$ cat src/rtl/fifo_pkg.sv
// Shared constants for the fifo_ctrl slice: output-stage state encodings
// and the depth / pointer-width helpers used by the controller and memory.
package fifo_pkg;

    localparam logic OUT_EMPTY = 1'b0;
    localparam logic OUT_VALID = 1'b1;

    localparam int DEFAULT_ADDR_SIZE = 4;
    localparam int DEFAULT_DATA_SIZE = 4;

    function automatic int fifo_depth(input int addr_size);
        return 1 << addr_size;
    endfunction

    // One extra bit beyond the address distinguishes full from empty.
    function automatic int ptr_width(input int addr_size);
        return addr_size + 1;
    endfunction

endpackage

$ cat src/rtl/fifomem.sv
// Storage array for fifo_ctrl: synchronous write, asynchronous read so the
// controller can register the head word straight into its output stage.
module fifomem
    import fifo_pkg::*;
#(
    parameter int DATA_SIZE = DEFAULT_DATA_SIZE,
    parameter int ADDR_SIZE = DEFAULT_ADDR_SIZE
) (
    input  logic                 wr_clk,
    input  logic                 rd_clk,
    input  logic                 rst,
    input  logic                 wr_en,
    input  logic [ADDR_SIZE-1:0] wr_addr,
    input  logic [DATA_SIZE-1:0] wr_data,
    input  logic [ADDR_SIZE-1:0] rd_addr,
    output logic [DATA_SIZE-1:0] rd_data
);

    localparam int DEPTH = fifo_depth(ADDR_SIZE);

    logic [DATA_SIZE-1:0] mem [DEPTH];

    // Read side is combinational; the read clock exists for interface symmetry.
    logic unused_rd_clk;
    assign unused_rd_clk = rd_clk;

    always_ff @(posedge wr_clk) begin
        if (wr_en && !rst) begin
            mem[wr_addr] <= wr_data;
        end
    end

    assign rd_data = mem[rd_addr];

endmodule

$ cat src/rtl/fifo_ctrl.sv
// FIFO controller: wrap-bit pointers over fifomem plus a one-entry registered
// output stage, giving DEPTH+1 words of capacity and flags from state only.
module fifo_ctrl
    import fifo_pkg::*;
#(
    parameter int DATA_SIZE = DEFAULT_DATA_SIZE,
    parameter int ADDR_SIZE = DEFAULT_ADDR_SIZE,
    parameter int AFULL_TH  = fifo_depth(ADDR_SIZE) - 1,
    parameter int AEMPTY_TH = 1
) (
    input  logic                 clk,
    input  logic                 rst_n,
    input  logic                 flush,
    input  logic                 push_valid,
    output logic                 push_ready,
    input  logic [DATA_SIZE-1:0] push_data,
    output logic                 pop_valid,
    input  logic                 pop_ready,
    output logic [DATA_SIZE-1:0] pop_data,
    output logic                 full,
    output logic                 empty,
    output logic                 almost_full,
    output logic                 almost_empty,
    output logic [ADDR_SIZE:0]   count
);

    localparam int PTR_W = ptr_width(ADDR_SIZE);
    localparam int DEPTH = fifo_depth(ADDR_SIZE);
    localparam logic [PTR_W-1:0] DEPTH_V   = PTR_W'(DEPTH);
    localparam logic [PTR_W-1:0] AFULL_V   = PTR_W'(AFULL_TH);
    localparam logic [PTR_W-1:0] AEMPTY_V  = PTR_W'(AEMPTY_TH);

    logic [PTR_W-1:0]     wptr_q, wptr_d, rptr_q, rptr_d, mem_count;
    logic                 state_q, state_d;
    logic [DATA_SIZE-1:0] pop_data_q, pop_data_d, rd_data;
    logic                 mem_full, mem_empty, push_fire, load;

    assign mem_count = wptr_q - rptr_q;
    assign mem_full  = (mem_count == DEPTH_V);
    assign mem_empty = (wptr_q == rptr_q);

    assign push_ready = !mem_full && !flush;
    assign push_fire  = push_valid && push_ready;
    // Stage refills whenever it is empty or its word leaves this cycle.
    assign load       = !mem_empty && ((state_q == OUT_EMPTY) || pop_ready);

    always_comb begin
        wptr_d     = wptr_q + PTR_W'(push_fire);
        rptr_d     = rptr_q + PTR_W'(load);
        state_d    = state_q;
        pop_data_d = pop_data_q;
        if (load) begin
            state_d    = OUT_VALID;
            pop_data_d = rd_data;
        end else if (pop_ready) begin
            state_d = OUT_EMPTY;
        end
        if (flush) begin
            wptr_d     = '0;
            rptr_d     = '0;
            state_d    = OUT_EMPTY;
            pop_data_d = pop_data_q;
        end
    end

    always_ff @(posedge clk or negedge rst_n) begin
        if (!rst_n) begin
            wptr_q     <= '0;
            rptr_q     <= '0;
            state_q    <= OUT_EMPTY;
            pop_data_q <= '0;
        end else begin
            wptr_q     <= wptr_d;
            rptr_q     <= rptr_d;
            state_q    <= state_d;
            pop_data_q <= pop_data_d;
        end
    end

    assign pop_valid    = (state_q == OUT_VALID);
    assign pop_data     = pop_data_q;
    assign count        = mem_count + PTR_W'(pop_valid);
    assign full         = mem_full;
    assign empty        = (count == '0);
    assign almost_full  = (count >= AFULL_V);
    assign almost_empty = (count <= AEMPTY_V);

    fifomem #(
        .DATA_SIZE(DATA_SIZE),
        .ADDR_SIZE(ADDR_SIZE)
    ) u_mem (
        .wr_clk  (clk),
        .rd_clk  (clk),
        .rst     (!rst_n),
        .wr_en   (push_fire),
        .wr_addr (wptr_q[ADDR_SIZE-1:0]),
        .wr_data (push_data),
        .rd_addr (rptr_q[ADDR_SIZE-1:0]),
        .rd_data (rd_data)
    );

endmodule

$ cat config.mk
export PLATFORM = sky130hd
export DESIGN_NAME = fifo_ctrl
export DESIGN_NICKNAME = d
export VERILOG_FILES = /design/src/rtl/fifo_pkg.sv /design/src/rtl/fifomem.sv /design/src/rtl/fifo_ctrl.sv
export SDC_FILE = /design/constraint.sdc
export NUM_CORES = 1
export LEC_CHECK = 0
export ABC_AREA = 1
export BUFFER_PORTS_ARGS = -buffer_cell sky130_fd_sc_hd__buf_2
export CORE_MARGIN = 2
export CORE_UTILIZATION = 54
export CTS_BUF_LIST = sky130_fd_sc_hd__clkbuf_8 sky130_fd_sc_hd__clkbuf_16
export DETAILED_ROUTE_END_ITERATION = 8
export PLACE_DENSITY_LB_ADDON = 0.12
export SLEW_MARGIN = 10
export SYNTH_ARGS = -nofsm -noshare
export SYNTH_HDL_FRONTEND = slang
export SYNTH_SLANG_ARGS = --single-unit
$ cat constraint.sdc
create_clock -name clk -period 4.38 [get_ports clk]
set_input_delay 0.657 -clock clk [delete_from_list [all_inputs] [get_ports clk]]
set_output_delay 0.657 -clock clk [all_outputs]
set_load 0.03 [all_outputs]
=== Word level (Yosys, flattened, before mapping) ===
Memory sizes are Yosys's and may differ from the RTL's. A register that Yosys moved wholly into a read port is not among the register bits.
Index checks and enable logic that the tools add are counted.

* Bitwise operators: 2
* Shift operators: 0
* $lt $le $gt $ge: 2
* Reduce and logical (&&, ||, !) cells: 12
* Add/sub/neg operators: 4
* Equality and inequality tests: 2
* Div/mod/pow operators: 0
* Mux-type cells: 7
* $mul: 0

{| class="wikitable"
|+ Operators with widths
! kind !! count
|-
| 5-bit by 1-bit adder with 5-bit output || 3
|-
| 5-bit two-way mux || 2
|-
| 5-bit equality test || 1
|-
| 5-bit equality test, second input constant || 1
|-
| 5-bit by 4-bit >= comparator with 1-bit output, second input constant || 1
|-
| 5-bit by 1-bit less-or-equal comparator with 1-bit output, second input constant || 1
|-
| 5-bit logical NOT || 1
|-
| 1-bit two-way mux || 5
|-
| 5-bit subtractor || 1
|-
| 1-bit logical AND || 4
|-
| 1-bit logical NOT || 4
|-
| 3-bit nonzero test || 1
|-
| 1-bit inverter || 2
|-
| 2-bit AND reduction || 1
|-
| 1-bit logical OR || 1
|}

* Word-level logic and storage cells: 33
* Output and inout port bits: 15
* Bits of input ports: 9
* Bits in registers: 11
* Memories: 1
* Memory bits (writable): 64
* Latch bits: 0
* ROM bits: 0

{| class="wikitable"
|+ Memories
! name !! words !! width !! read ports !! clocked after memory_dff !! wr ports !! RTL line !! text
|-
| u_mem.mem || 16 || 4 || 1 || 1 || 1 || fifomem.sv:21 || <nowiki>logic [DATA_SIZE-1:0] mem [DEPTH];</nowiki>
|}

=== Depth between registers and ports, before layout ===
Gate-level depths: netlist of the first run.

* Depth in word-level cells: 8
* Mapped depth: 18
* Gate-level depth less buffers: 18

=== Cells and area by module ===
A second synthesis of the first run with hierarchy kept.

* Cell total of the unflattened synthesis: 431
* Area, all modules: 3942.5 sq um

{| class="wikitable"
|+ By module, submodules not included
! module !! seq. area each (sq um) !! area an instance (sq um) !! cells an instance !! times used
|-
| fifomem || 1921.8 || 2891.5 || 288 || 1
|-
| fifo_ctrl || 375.4 || 1051.0 || 143 || 1
|}

=== Least setup slack after synthesis of the first run ===
OpenSTA, ideal clock, no wires.

* Path type: register -> output
* Start: register rptr_q[1]
* End: output almost_empty
* Setup slack: 1184 ps
* Buffers on the path: 2
* Data required time: 3723 ps
* Data arrival time: 2539 ps
* Stages on the path, launching flop included: 10
* Cell sequence: dfrtp_1 -> buf_4 -> inv_2 -> buf_2 -> fa_1 -> ha_1 -> nand2_1 -> nor2_2 -> xor2_1 -> nor2_1

* Cells in the longest elaborated chain, start to end: 3

{| class="wikitable"
|+ Ends and longest elaborated chain
! item !! RTL line !! text
|-
| start, declared || fifo_ctrl.sv:33 || <nowiki>logic [PTR_W-1:0] wptr_q, wptr_d, rptr_q, rptr_d, mem_count;</nowiki>
|-
| start signal, assigned || fifo_ctrl.sv:74 || <nowiki>rptr_q <= rptr_d;</nowiki>
|-
| 5-bit subtractor || fifo_ctrl.sv:38 || <nowiki>assign mem_count = wptr_q - rptr_q;</nowiki>
|-
| 5-bit by 1-bit adder with 5-bit output || fifo_ctrl.sv:82 || <nowiki>assign count = mem_count + PTR_W'(pop_valid);</nowiki>
|-
| net count[4] || fifo_ctrl.sv:24 || <nowiki>output logic [ADDR_SIZE:0] count</nowiki>
|-
| 5-bit by 1-bit less-or-equal comparator with 1-bit output || fifo_ctrl.sv:86 || <nowiki>assign almost_empty = (count <= AEMPTY_V);</nowiki>
|-
| end, declared || fifo_ctrl.sv:23 || <nowiki>output logic almost_empty,</nowiki>
|}

The timed path passes the listed nets, and every way through them passes these cells.

=== Worst setup path after layout of the first run ===
* Start: register rptr_q[1]
* End: output almost_empty

* Cells in the longest elaborated chain, start to end: 3

{| class="wikitable"
|+ Ends and longest elaborated chain
! item !! RTL line
|-
| 5-bit subtractor || fifo_ctrl.sv:38
|-
| 5-bit by 1-bit adder with 5-bit output || fifo_ctrl.sv:82
|-
| 5-bit by 1-bit less-or-equal comparator with 1-bit output || fifo_ctrl.sv:86
|}

Every way passes these cells.

==> out/summary.txt, run 1 <==
Avg Vias per Cell: 5.40
Storage element area: 0.00230 mm2
Cell with the most instances after synthesis: nor2_1
P_sw: 0.858 mW
Yosys reg bits: 79
Final critical-path required period: 3.74 ns
Vias: 2674
Area delta synth->final: 9.79%
Worst-Margin Slew: 0.746 ns
Wl on met1: 3.49 mm
Largest cells by area after synthesis: edfxtp_1 (51%), nor2_1 (10%), dfrtp_1 (10%), nand2_1 (5.8%), o21ai_0 (4.5%)
Status: finished clean
Core area: 0.00676 mm2
Clock net sink count: 79
PortBufs: 23
Clock power frac: 25.3%
Largest net degree at the start of global routing: 35
Final #Nets: 430
DR top layer: met4
Inserted Clock Buffers: 9
Worst r2r path cells: 13
Worst-path cell chain: inv_2 -> fa_1 -> ha_1 -> or2_0 -> nand2_1 -> inv_2 -> nor2_1 -> nand2_1 -> nor2_1 -> buf_2
GRT Overall Usage: 22.0%
Final wirelength: 7.60 mm
Largest area contributor in the netlist: edfxtp_1
Global-route wire length before repair: 12.2 mm
Slew headroom: 50.2%
Cell-internal power: 1.41 mW
Final Hold Violating Endpoints: 0
Most frequently used flop master after synthesis: edfxtp_1
CP max stage delay: 0.79 ns
Fin crit share: 85.4%
Reg2reg end: wptr_q[4]
Met2 Routed Length: 3.51 mm
Met3 wire len: 393 um
Top-Level Pins: 24
Cts hold-fix bufs: 0
DR iter-0 viols: 171
Final Max Slew Viols: 0
Final Total Pwr: 2.26 mW
Vias in the first global route: 2552
First-pass detailed-route iteration total: 4
Cell family with most CP delay: adder cells
Logic pwr share: 35.9%
Pwr dens: 551 mW/mm2
Area share of the largest cell type after synthesis: 51.3%
Worst Path Buf+Inv: 3
Unrepaired setup endpoints after global routing: no
Max FO, Critical Path: 19
Synthesis warning total: 0
Synth Cell Area: 0.00374 mm2
Switching portion of total power: 37.9%
Syn Inst Count: 387
FP Rows: 30
Layout cells sized above 1: 11.3%
Die W: 87.3 um
Wire length per cell: 15.4 um
Fin Setup TNS: 0 ns
Mapped Nets: 407
Critical R2R Launch: rptr_q[1]
GRT Residual Overflow: 0
CP Capture Type: output pin
Worst-skew pair later-pin latency: 0.35 ns
Static Leakage: 1.70 nW
Clock root cell: clkbuf_8
H-tree levels: 3
Clock tree buffer depth: 2
Synth unique cells: 30
Worst path slowest cell: dfrtp_1
Gpl congestion: 0.807
Worst EP required: 3.72 ns
Post-synth top cells: nor2_1 (101), edfxtp_1 (64), nand2_1 (58)
Max Cap Viol: 0
CTS tree: done
Die Area: 0.00762 mm2
Setup Crit Path Kind: register to output pin
Initial antenna violation count: 0
Setup Fix Bufs, Post-CTS: 0
Setup-failing EPs final: 0
Drt drc: 0
Sequential power share: 38.8%
Fmax: 0.267 GHz
PostCTS Resize Cnt: 0
Tightest Hold Check Type: input pin to async pin
Peak VDD IR: 0.231 mV
R2r setup slk: 1.11 ns
Number of diodes: 0
Async set-or-reset flop fraction in the synthesized netlist: 19.0%
Area of the multi-input gates: 0.00124 mm2
Clock Pin Slew Worst Setup and Hold Paths: 0.08 ns
Hpwl dp: 5.29 mm
Number of flops mapped to enable cells by yosys: 64
Fill cells: 576
ANT nets after route: 0
Worst path arrival time: 3.08 ns
Starting density of the core: 55.4%
Die Ht: 87.3 um
Syn_area_per_cell: 9.68 um2
Setup Skew: 0.00779 ns
Register area share after synthesis: 61.3%
Critical path launch point type: register
[layout by cell type, fill, tap and decap left out, drive strengths merged]
master | synthesis | layout
nand2 | 60 | 60
ha | 10 | 10
bufinv | 0 | 2
nor2 | 102 | 102
xor2 | 2 | 2
clkinvlp | 0 | 1
or2 | 2 | 2
inv | 36 | 38
clkinv | 1 | 3
a21oi | 6 | 6
nor3 | 1 | 1
dfrtp | 15 | 15
nand4 | 1 | 1
fa | 1 | 1
clkbuf | 3 | 9
buf | 9 | 24
edfxtp | 64 | 64
a31oi | 1 | 1
o21ai | 38 | 38
xnor2 | 1 | 1
nand3 | 34 | 34
[cell type report]
class	instances	area share (%)
clock buffer	9	3.01
clock inverter	7	2.13
inverter	37	3.38
multi-input combinational	259	30.2
sequential	79	55.9
tap	80	2.43
timing repair buffer	24	2.98
[cell families (layout without fill, tap and decap cells)]
group	after synthesis	count (layout)	synth area share (%)
adders and majority gates	11	11	3.88
buffers and inverters	49	77	5.51
AOI/OAI and AO/OA	45	45	6.15
xor gates and xnor gates	3	3	0.702
and+or+nand+nor	200	200	22.4
DFF	79	79	61.3
[flip-flops by register name (all words and copies together) (netlist names)]
signal,cells
u_mem.mem,64
rptr_q,5
wptr_q,5
pop_data,4
pop_valid,1
[per-layer routing]
metal	track usage [%]	vias up
li1	-	1323
met2	34.2	75
met5	0	-
met4	10.1	0
met3	4.93	16
met1	29.8	1260
[worst max-delay path by stage]
| stage | start | cells after the start | slack (ns) | endpoint |
|---|---|---|---|---|
| 6_report | rptr_q[1] | 10 | 0.64 | almost_empty |
| 3_3_place_gp | rptr_q[1] | 10 | 1.10 | almost_empty |
| 5_1_grt | rptr_q[1] | 10 | 0.41 | almost_empty |
| 2_1_floorplan | rptr_q[1] | 9 | 1.18 | almost_empty |
| 4_1_cts | rptr_q[1] | 10 | 0.64 | almost_empty |
| 3_5_place_dp | rptr_q[1] | 10 | 1.04 | almost_empty |
[per-stage QoR]
step | utilization [%] | setup WS, ns | cells | hold slack (ns) | instance area (um2)
after CTS | 60.9 | 0.643 | 495 | 0.223 | 4110
after floorplan | - | 1.18 | 387 | 0.361 | 3740
after global placement | 57.7 | 1.10 | 479 | 0.462 | 3900
after global routing | 60.9 | 0.406 | 495 | 0.251 | 4110
after detailed placement | 57.7 | 1.04 | 479 | 0.463 | 3900
final | 60.9 | 0.640 | 495 | 0.233 | 4110
[worst register-to-register path, cell delays in order, from the launching register on]
cell,delay (ns)
dfrtp_1,0.79
inv_2,0.34
fa_1,0.59
or2_2,0.31
nor2_1,0.13
nand3_2,0.14
nand2_1,0.11
nor2_1,0.05
ha_1,0.20
ha_1,0.20
inv_1,0.08
o21ai_0,0.09
nand2_1,0.06
a31oi_1,0.04
[power by group through the flow]
stage                     Clock, mW  Combinational (mW)  Sequential (mW)
after floorplan                   0               0.600            0.923
after global placement            0               0.806            0.893
after detailed placement          0               0.815            0.895
after CTS                     0.581               0.818            0.878
after global routing          0.612               0.921            0.884
final                         0.572               0.813            0.879
Power figures use the tool's default switching activity.
==> run 2, diff against run 1 <==
--- a/config.mk
+++ b/config.mk
@@ -9,7 +9,6 @@
 export BUFFER_PORTS_ARGS = -buffer_cell sky130_fd_sc_hd__buf_2
 export CORE_MARGIN = 2
 export CORE_UTILIZATION = 54
-export CTS_BUF_LIST = sky130_fd_sc_hd__clkbuf_8 sky130_fd_sc_hd__clkbuf_16
 export DETAILED_ROUTE_END_ITERATION = 8
 export PLACE_DENSITY_LB_ADDON = 0.12
 export SLEW_MARGIN = 10
==> out/summary.txt, run 2 (synthesis gave the netlist of run 1 again) <==
Final Instance Area: 0.00411 mm2 (unchanged)
Commonest non-fill, non-tap cells in the layout: nor2_1 (101), edfxtp_1 (64), nand2_1 (58), inv_1 (34), o21ai_0 (34)
Placed Area: 0.00390 mm2 (unchanged)
PortBufs: 23 (unchanged)
Fin crit share: 85.6% (+0.21 points)
Peak VDD IR: 0.231 mV (about the same)
Setup Fix Bufs, Post-CTS: 0 (unchanged)
Largest net degree at the start of global routing: 35 (unchanged)
Clock Pin Slew Worst Setup and Hold Paths: 0.08 ns (about the same)
Leading cell type in the layout, fill and taps excluded: nor2_1
Layout cells sized above 1: 11.3% (unchanged)
Reg with most FFs: u_mem.mem
Starting density of the core: 55.4% (unchanged)
Cts hold-fix bufs: 0 (unchanged)
Clock net sink count: 79 (unchanged)
Switching portion of total power: 37.9% (about the same)
GRT Residual Overflow: 0 (unchanged)
Sequential power share: 38.7% (about the same)
Inserted Clock Buffers: 9 (unchanged)
Layout Utilization: 60.9% (unchanged)
Setup Crit Path Kind: register to output pin
Worst EP required: 3.72 ns (about the same)
Final Hold Violating Endpoints: 0 (unchanged)
Vias in the first global route: 2552 (unchanged)
Final Total Pwr: 2.27 mW (+0.18%)
CP Capture Type: output pin
Worst-skew pair later-pin latency: 0.35 ns (about the same)
Unrepaired setup endpoints after global routing: no
First-pass detailed-route iteration total: 4 (unchanged)
Die Ht: 87.3 um (unchanged)
Logic pwr share: 35.9% (about the same)
Number of diodes: 0 (unchanged)
Avg Vias per Cell: 5.41 (+0.22%)
H-tree levels: 3 (unchanged)
Clock power frac: 25.4% (about the same)
Area delta synth->final: 9.79% (unchanged)
Final wirelength: 7.64 mm (+0.51%)
Worst-Margin Slew: 0.747 ns (+0.000820 ns)
FP Rows: 30 (unchanged)
Critical path launch point type: register
Final #Nets: 430 (unchanged)
Vias: 2680 (+0.22%)
Setup Skew: 0.00812 ns (+0.000327 ns)
Top Registers: u_mem.mem: 64 flops, rptr_q: 5 flops, wptr_q: 5 flops
Max FFs per register: 64 (unchanged)
Max FO, Critical Path: 19 (unchanged)
DR iter-0 viols: 175 (+2.3%)
Fin Setup TNS: 0 ns (unchanged)
Clock tree buffer depth: 2 (unchanged)
Gpl congestion: 0.807 (unchanged)
Fmax: 0.267 GHz (-0.25%)
Die W: 87.3 um (unchanged)
Drt drc: 0 (unchanged)
Final Max Slew Viols: 0 (unchanged)
Worst path slowest cell: dfrtp_1
Core area: 0.00676 mm2 (unchanged)
Tightest Hold Check Type: input pin to async pin
Min Hold Slack: 0.230 ns (-0.00276 ns)
Global-route wire length before repair: 12.2 mm (unchanged)
Initial antenna violation count: 0 (unchanged)
Worst-path cell chain: inv_2 -> fa_1 -> ha_1 -> or2_0 -> nand2_1 -> inv_2 -> nor2_1 -> nand2_1 -> nor2_1 -> buf_2
ANT nets after route: 0 (unchanged)
Die Area: 0.00762 mm2 (unchanged)
Static Leakage: 1.69 nW (-0.24%)
PostCTS Resize Cnt: 0 (unchanged)
Setup-failing EPs final: 0 (unchanged)
Pwr dens: 552 mW/mm2 (+0.18%)
Clock root cell: clkbuf_8
GRT Overall Usage: 22.0% (unchanged)
Cell-internal power: 1.41 mW (+0.16%)
CP max stage delay: 0.79 ns (about the same)
Wire length per cell: 15.4 um (+0.51%)
Hpwl dp: 5.29 mm (unchanged)
P_sw: 0.860 mW (+0.22%)
Status: finished clean
Top-Level Pins: 24 (unchanged)
Final critical-path required period: 3.75 ns (+0.00931 ns)
Slew headroom: 50.1% (-0.055 points)
Max Cap Viol: 0 (unchanged)
CTS tree: done
Worst path arrival time: 3.09 ns (about the same)
## run 2: cell count changes in the layout (fill, tap and decap cells not counted)
cell      previous run  this run
inv_1               35        34
clkbuf_1             0         1
## run 2: per-layer routing
metal / vias to the layer above / share of wire, % / track usage [%]
met5: - / 0 / 0
met1: 1269 / 46 / 29.8
met4: 0 / 2.7 / 10.1
li1: 1323 / - / -
met2: 72 / 46 / 34.2
met3: 16 / 5.3 / 4.93
## run 2: stage by stage
| step | setup WS [ns] | instances |
|---|---|---|
| after floorplan | 1.18 | 387 |
| after global placement | 1.10 | 479 |
| after detailed placement | 1.04 | 479 |
| after CTS | 0.643 | 495 |
| after global routing | 0.406 | 495 |
| final | 0.631 | 495 |
## run 2: layout make-up
class / instances / area, um2
Clock inverter: 6 / 83.8
Multi-Input combinational cell: 259 / 1240
Tap cell: 80 / 100
Clock buffer: 10 / 128
Sequential cell: 79 / 2300
Fill cell: 576 / 2650
Inverter: 37 / 139
Timing Repair Buffer: 24 / 123
## run 2: power groups by stage
stage	sequential (mW)	combinational [mW]	clock [mW]
floorplan	0.923	0.600	0
global placement	0.893	0.806	0
detailed placement	0.895	0.815	0
CTS	0.878	0.818	0.583
global route	0.884	0.921	0.614
finish	0.879	0.814	0.576
## run 2: worst paths after layout
kind	start	endpoint	slack, ns	cells past startpoint
max	rptr_q[1]	almost_empty	0.63	10
min	rst_n	rptr_q[2]	0.23	1
min reg2reg	pop_data[0]	pop_data[0]	0.48	2
max in group asynchronous	rst_n	wptr_q[3]	3.86	1
min in group clk	pop_data[0]	pop_data[0]	0.48	2
max reg2reg	rptr_q[1]	wptr_q[4]	1.11	13
## run 2: worst max-delay path: cells and delay by family, from the launching register on
kind / cells / cell delay [ns]
adders and majority gates: 2 / 0.82
DFF: 1 / 0.79
buffers and inverters: 3 / 0.59
and+or+nand+nor: 5 / 0.55
